[src/rtl/puf_race_ctrl.sv]
// puf_race_ctrl: measurement sequencer for a two-counter ring-oscillator PUF.
// For each response bit it selects an RO pair, enables both counters, and
// records which counter reports o_valid first. The assembled word is offered
// to the host over a valid/ready handshake. Ties and timeouts raise sticky
// error flags that are cleared when the next measurement is accepted.
module puf_race_ctrl #(
  parameter int RESP_BITS   = 8,
  parameter int SEL_W       = 3,
  parameter int TIMEOUT_CYC = 1024,
  parameter int GAP_CYC     = 4,
  parameter int TMR_W       = 16
) (
  input  logic                 clk,
  input  logic                 rst_n,
  input  logic                 i_start,
  output logic                 o_busy,
  output logic                 o_cnt_en,
  output logic [SEL_W-1:0]     o_pair_sel,
  input  logic                 i_valid_a,
  input  logic                 i_valid_b,
  output logic [RESP_BITS-1:0] o_resp,
  output logic                 o_resp_valid,
  input  logic                 i_resp_ready,
  output logic                 o_tie_err,
  output logic                 o_timeout_err
);

  typedef enum logic [1:0] {
    IDLE = 2'd0,
    ARM  = 2'd1,
    GAP  = 2'd2,
    DONE = 2'd3
  } state_t;

  // Terminal counts, sized to the counters they are compared against.
  localparam logic [TMR_W-1:0] TMO_LAST = TMR_W'(TIMEOUT_CYC - 1);
  localparam logic [TMR_W-1:0] GAP_LAST = TMR_W'(GAP_CYC - 1);
  localparam logic [SEL_W-1:0] IDX_LAST = SEL_W'(RESP_BITS - 1);

  state_t             state_r;
  logic [SEL_W-1:0]   idx_r;
  logic [TMR_W-1:0]   timer_r;

  logic               decide_s;
  logic               bit_s;
  logic               tie_s;
  logic               tout_s;

  // The bit index is itself a register, so the pair select stays registered.
  assign o_pair_sel = idx_r;

  // Race decision for the current ARM cycle; a valid pulse always beats the timeout.
  always_comb begin
    decide_s = 1'b0;
    bit_s    = 1'b0;
    tie_s    = 1'b0;
    tout_s   = 1'b0;
    if (state_r == ARM) begin
      if (i_valid_a || i_valid_b) begin
        decide_s = 1'b1;
        bit_s    = i_valid_a & ~i_valid_b;
        tie_s    = i_valid_a & i_valid_b;
      end else if (timer_r == TMO_LAST) begin
        decide_s = 1'b1;
        tout_s   = 1'b1;
      end else begin
        decide_s = 1'b0;
      end
    end else begin
      decide_s = 1'b0;
    end
  end

  // Sequencer state machine with all outputs registered.
  always_ff @(posedge clk or negedge rst_n) begin
    if (!rst_n) begin
      state_r       <= IDLE;
      idx_r         <= {SEL_W{1'b0}};
      timer_r       <= {TMR_W{1'b0}};
      o_busy        <= 1'b0;
      o_cnt_en      <= 1'b0;
      o_resp        <= {RESP_BITS{1'b0}};
      o_resp_valid  <= 1'b0;
      o_tie_err     <= 1'b0;
      o_timeout_err <= 1'b0;
    end else begin
      case (state_r)
        IDLE: begin
          if (i_start) begin
            state_r       <= ARM;
            idx_r         <= {SEL_W{1'b0}};
            timer_r       <= {TMR_W{1'b0}};
            o_busy        <= 1'b1;
            o_cnt_en      <= 1'b1;
            o_resp        <= {RESP_BITS{1'b0}};
            o_tie_err     <= 1'b0;
            o_timeout_err <= 1'b0;
          end
        end
        ARM: begin
          if (decide_s) begin
            o_resp[idx_r] <= bit_s;
            o_tie_err     <= o_tie_err | tie_s;
            o_timeout_err <= o_timeout_err | tout_s;
            o_cnt_en      <= 1'b0;
            timer_r       <= {TMR_W{1'b0}};
            state_r       <= GAP;
          end else begin
            timer_r <= timer_r + TMR_W'(1);
          end
        end
        GAP: begin
          // Enable stays low long enough for both counters to clear.
          if (timer_r == GAP_LAST) begin
            timer_r <= {TMR_W{1'b0}};
            if (idx_r == IDX_LAST) begin
              state_r      <= DONE;
              o_resp_valid <= 1'b1;
            end else begin
              idx_r    <= idx_r + SEL_W'(1);
              o_cnt_en <= 1'b1;
              state_r  <= ARM;
            end
          end else begin
            timer_r <= timer_r + TMR_W'(1);
          end
        end
        DONE: begin
          if (i_resp_ready) begin
            state_r      <= IDLE;
            o_resp_valid <= 1'b0;
            o_busy       <= 1'b0;
          end
        end
        default: begin
          state_r      <= IDLE;
          timer_r      <= {TMR_W{1'b0}};
          o_busy       <= 1'b0;
          o_cnt_en     <= 1'b0;
          o_resp_valid <= 1'b0;
        end
      endcase
    end
  end

endmodule

[config.mk]
export PLATFORM = sky130hd
export DESIGN_NAME = puf_race_ctrl
export DESIGN_NICKNAME = d
export VERILOG_FILES = /design/src/rtl/puf_race_ctrl.sv
export SDC_FILE = /design/constraint.sdc
export NUM_CORES = 1
export LEC_CHECK = 0
export CAP_MARGIN = 0
export CORE_MARGIN = 2
export CORE_UTILIZATION = 30
export CTS_CLUSTER_DIAMETER = 50
export DETAILED_ROUTE_END_ITERATION = 7
export PLACE_DENSITY = 0.54
export SYNTH_ARGS = -nofsm -noshare
export SYNTH_HDL_FRONTEND = slang
export SYNTH_SLANG_ARGS = --single-unit
export TNS_END_PERCENT = 10
[constraint.sdc]
create_clock -name clk -period 4.03 [get_ports clk]
set_input_delay 0.806 -clock clk [delete_from_list [all_inputs] [get_ports clk]]
set_output_delay 0.806 -clock clk [all_outputs]
set_load 0.005 [all_outputs]
* After elaboration in Yosys (flattened, before gate mapping)
Cells that the tools add are included.
** Storage, ports and cells
- Input bits :: 6
- Output and inout port bits :: 16
- Flip-flop bits (word level) :: 34
** Operators by class
- Mux-type cells :: 44
- Reduce and logical (&&, ||, !) cells :: 15
- $lt $le $gt $ge :: 2
- Bitwise gates (word level) :: 5
- Equal/unequal tests :: 12
- $add $sub $neg :: 2
** Operator list (count)
- $mux W16 :: 3
- $pmux W16 S3 :: 1
- $mux W1 :: 20
- $add A16 B1 Y16 const B :: 1
- $eq A16 B10 Y1 const B :: 1
- $eq A16 B2 Y1 const B :: 1
- $mux W8 :: 2
- $pmux W8 S2 :: 1
- $ne A2 B2 Y1 const B :: 6
- $reduce_and A4 Y1 :: 3
- $mux W2 :: 5
- $mux W3 :: 3
- $bwmux W8 :: 1
- $pmux W1 S2 :: 4
- $pmux W2 S4 :: 1
- $reduce_bool A2 Y1 :: 4
- $pmux W3 S2 :: 1
- $reduce_and A3 Y1 :: 2
- $reduce_and A5 Y1 :: 1
- $eq A2 B2 Y1 const B :: 2
- $lt A3 B4 Y1 const B :: 1
- $add A3 B1 Y3 const B :: 1
- $demux W1 S3 :: 1
- $eq A3 B3 Y1 const B :: 1
- 11 further kinds :: 13

* Logic depth before layout (Yosys ltp)
- Depth in word-level cells :: 7
- Depth in mapped cells :: 8
- Gate-level depth less buffers :: 7

* Worst setup path before layout
Ideal clock, no wire load.
- Path type :: reg-to-reg
- Start :: register state_r[0]
- End :: register timer_r[15]
- Path buffers :: 1
- Arrival time :: 1929 ps
- Stages on the path, launching flop included :: 9
- Setup slack :: 1976 ps
- Data required time :: 3905 ps
- Setup time :: 125 ps
- Cells stage by stage :: dfrtp_1 -> inv_1 -> ha_1 -> nor2b_1 -> clkbuf_1 -> nor4_1 -> nand4_1 -> xor2_1 -> nor2_1
** Between the ends
- Word-level cells in the longest chain between the ends :: 4
- Elaborated cells between the ends (all ways) :: 9
** Ends and longest elaborated chain
- start, declared :: line 40 : state_t state_r;
- start signal, assigned :: line 77 : state_r <= IDLE;
- start signal, assigned :: line 90 : state_r <= ARM;
- start signal, assigned :: line 107 : state_r <= GAP;
- $eq A2 B1 Y1 :: line 58, 87
- $mux W1 :: line 58 : if (state_r == ARM) begin
- $mux W16 :: line 101 : if (decide_s) begin
- $pmux W16 S3 :: line 87 : case (state_r)
- end signal, assigned :: line 92 : timer_r <= {TMR_W{1'b0}};
- end signal, assigned :: line 106 : timer_r <= {TMR_W{1'b0}};
- end signal, assigned :: line 109 : timer_r <= timer_r + TMR_W'(1);
- end, declared :: line 42 : logic [TMR_W-1:0] timer_r;
Parallel ways exist; a longest one is shown, timed or not.
A chain may end at the register's enable or synchronous reset.

* Worst setup path in the final report
- Start :: input i_start
- End :: register timer_r[14]
** Between the ends
- Word-level cells in the longest chain between the ends :: 2
** Ends and longest elaborated chain
- start, declared :: line 15 : input logic i_start,
- $ne A2 B2 Y1 (no line)
- $reduce_and A2 Y1 (no line)
- end signal, assigned :: line 79 : timer_r <= {TMR_W{1'b0}};
- end signal, assigned :: line 92
- end signal, assigned :: line 106
Every way passes these cells.

==> out/metrics.cfg <==
[yosys]
yosysWarnings = 0
synthArstFlopShare_pct = 100
synth_edf_count = 0
yosysUniqueCellTypes = 43
avgSynthCellArea_um2 = 9.12
synth.cell_area_um2 = 1980
synth_nets = 230
netlist_instances = 217
yosysSeqAreaShare_pct = 43.0
synthFlopType = dfrtp_1
synth_seq_cells = 34

[placed_design]
dp_hpwl_um = 3080
dpl_worst_slack_ns = 1.16
port_buffers = 21
dp.cells = 305
dpl_cell_area_um2 = 2240
gp_congestion = 0.873

[timing]
setup_viol = 0
clock-skew-final_ns = 0.00372
max_slew.worst_pin.slew_ns = 0.789
min_period_ns = 2.59
fin_tns_setup_ns = 0
period_share_pct = 64.2
finalHoldViolCount = 0
timing.slew.headroom_pct = 47.4
worst_slack_ns = 1.44
report.final.slew_viol_count = 0
fmax_ghz = 0.386
rsz0062_at_grt = no

[pwr]
power_density_nw_per_um2 = 540
irDropWorstVdd_v = 0.000249
power_frac_comb_pct = 41.6
power_leakage_uw = 0.00102
p_switching_uw = 501
swShare_pct = 39.5
seqPwrFrac_pct = 35.0
p_clk_share_pct = 23.5
internal-power_uw = 768

[routing]
drt_iter0_markers = 88
ant_nets = 0
viasPerCell = 5.06
finalWirelength_um = 4340
routedWlPerCell_um = 13.9
drcViolationCount = 0
vias = 1585
first_pass_iters = 4

[setup_path]
cp_max_fo = 10
cp-start-kind = primary input
critPathCaptureType = flop
critPathArrivalTime_ns = 2.74
critPathKind = primary input to flop
worst-endpoint-required_ns = 4.18

[clocking]
numCtsBuffers = 5
post-cts-setup-buffer-count = 0
insertion_delay_ns = 0.28
htree_levels = 2
clockRootBuffer = clkbuf_8
clk_pin_slew_ns = 0.07
clockBufferDepth = 2
cts_resized = 0
cts_tree = done
clock_sink_count = 34
holdBufCountCts = 0

[finish]
utilization_pct = 37.0
final_common_cell = dfrtp_1
nets = 248
stdcell_count = 313
final_cell_mix = dfrtp_1 (34), nand2_1 (29), nor2_1 (22)
diodes = 0
drive_gt1_share_pct = 7.20
area_growth_pct = 18.7
final_cell_area_um2 = 2350
fillers = 645

[floorplanning]
die_x_um = 85.2
die_area_um2 = 7260
ioPinCount = 22
die_y_um = 85.2
core_area_um2 = 6350
placementRows = 29
initial_core_util_pct = 31.2

[grt]
grt_antenna_before_repair = 0
grt_pass1_vias = 1545
grt_overflow = 0
grt_max_degree = 35
grt_pass1_wl_um = 7510
grt.total_usage_pct = 13.0

[worst_hold_path]
hold_class = flop to flop

[job]
cap_violations = 0

[status]
status = completed

-- cells by family (layout without fill, tap and decap cells) --
logic type | Yosys count | after routing | synth area share [%]
DFF | 34 | 34 | 43.0
and+or+nand+nor | 98 | 98 | 25.6
muxes | 7 | 7 | 3.67
buffers and inverters | 22 | 41 | 4.36
AOI/OAI and AO/OA | 36 | 36 | 13.2
xor gates and xnor gates | 13 | 13 | 5.76
adders and majority gates | 7 | 7 | 4.43
-- path summary, 6_finish.rpt --
check | cells after the start | startpoint | endpoint | slack (ns)
max | 6 | i_start | timer_r[14]$_DFFE_PN0P_ | 1.44
min | 1 | o_resp[1]$_DFFE_PN0P_ | o_resp[1]$_DFFE_PN0P_ | 0.48
max reg2reg | 5 | timer_r[10]$_DFFE_PN0P_ | timer_r[2]$_DFFE_PN0P_ | 1.64
min reg2reg | 1 | o_resp[1]$_DFFE_PN0P_ | o_resp[1]$_DFFE_PN0P_ | 0.48
max in group asynchronous | 1 | rst_n | o_resp[6]$_DFFE_PN0P_ | 2.93
min in group asynchronous | 1 | rst_n | timer_r[9]$_DFFE_PN0P_ | 0.60
-- power by group through the flow --
stage | Clock, µW | Combinational, µW | Sequential (µW)
after global routing | 327 | 594 | 451
final | 298 | 528 | 444
after floorplan | 0 | 403 | 423
after global placement | 0 | 535 | 452
after CTS | 312 | 535 | 444
after detailed placement | 0 | 533 | 450
-- sequential cells by signal, summed over array words and instances, names as in the netlist --
name / flops
timer_r: 16
o_resp: 8
o_pair_sel: 3
state_r: 2
o_busy: 1
o_cnt_en: 1
o_resp_valid: 1
o_tie_err: 1
o_timeout_err: 1
-- cell usage after synthesis, drive strengths merged, types with 2 or more instances --
library cell | count | area (µm²)
o21ai | 12 | 60.1
mux2i | 5 | 50.1
nand2 | 29 | 109
a31oi | 2 | 12.5
o2bb2ai | 2 | 17.5
nor4 | 5 | 46.3
nand2b | 2 | 12.5
nand3 | 13 | 65.1
nor3 | 8 | 51.3
xnor2 | 3 | 26.3
mux2 | 2 | 22.5
inv | 12 | 45.0
nor2 | 22 | 82.6
a21o | 3 | 22.5
a21oi | 2 | 10.0
o31ai | 2 | 15.0
and4 | 2 | 17.5
clkbuf | 9 | 33.8
nor2b | 2 | 12.5
a22o | 3 | 26.3
dfrtp | 34 | 851
a32o | 2 | 20.0
ha | 7 | 87.6
xor2 | 10 | 87.6
and3 | 3 | 18.8
o21a | 2 | 16.3
nand4 | 6 | 37.5
-- through the flow --
step,power (µW),hold slack (ns)
final,1270,0.482
after global placement,987,0.462
after detailed placement,983,0.465
after CTS,1290,0.490
after global routing,1370,0.511
after floorplan,826,0.474
-- per-layer routing --
| metal | vias up | GRT usage [%] | part of all wire [%] |
|---|---|---|---|
| met1 | 759 | 18.0 | 51 |
| met4 | 0 | 5.05 | 1.7 |
| met3 | 5 | 2.92 | 3.6 |
| met5 | - | 0 | 0 |
| li1 | 796 | - | - |
| met2 | 25 | 19.8 | 44 |
-- worst max-delay path, cell delays in order --
cell and delay, ns:
clkdlybuf4s50_1 0.60, nor2b_1 0.22, nor4_1 0.71, nand3_1 0.18, xor2_1 0.17, nor2_1 0.05
-- cell type report --
cell class	instances	area [µm²]	share of cell area (%)
timing repair buffer	21	205	8.74
tap	77	96.3	4.10
multi-input combinational	161	1040	44.3
clock buffer	8	110	4.69
sequential	34	851	36.2
inverter	12	45.0	1.92
Note: power is estimated with default switching activity, not from simulation.
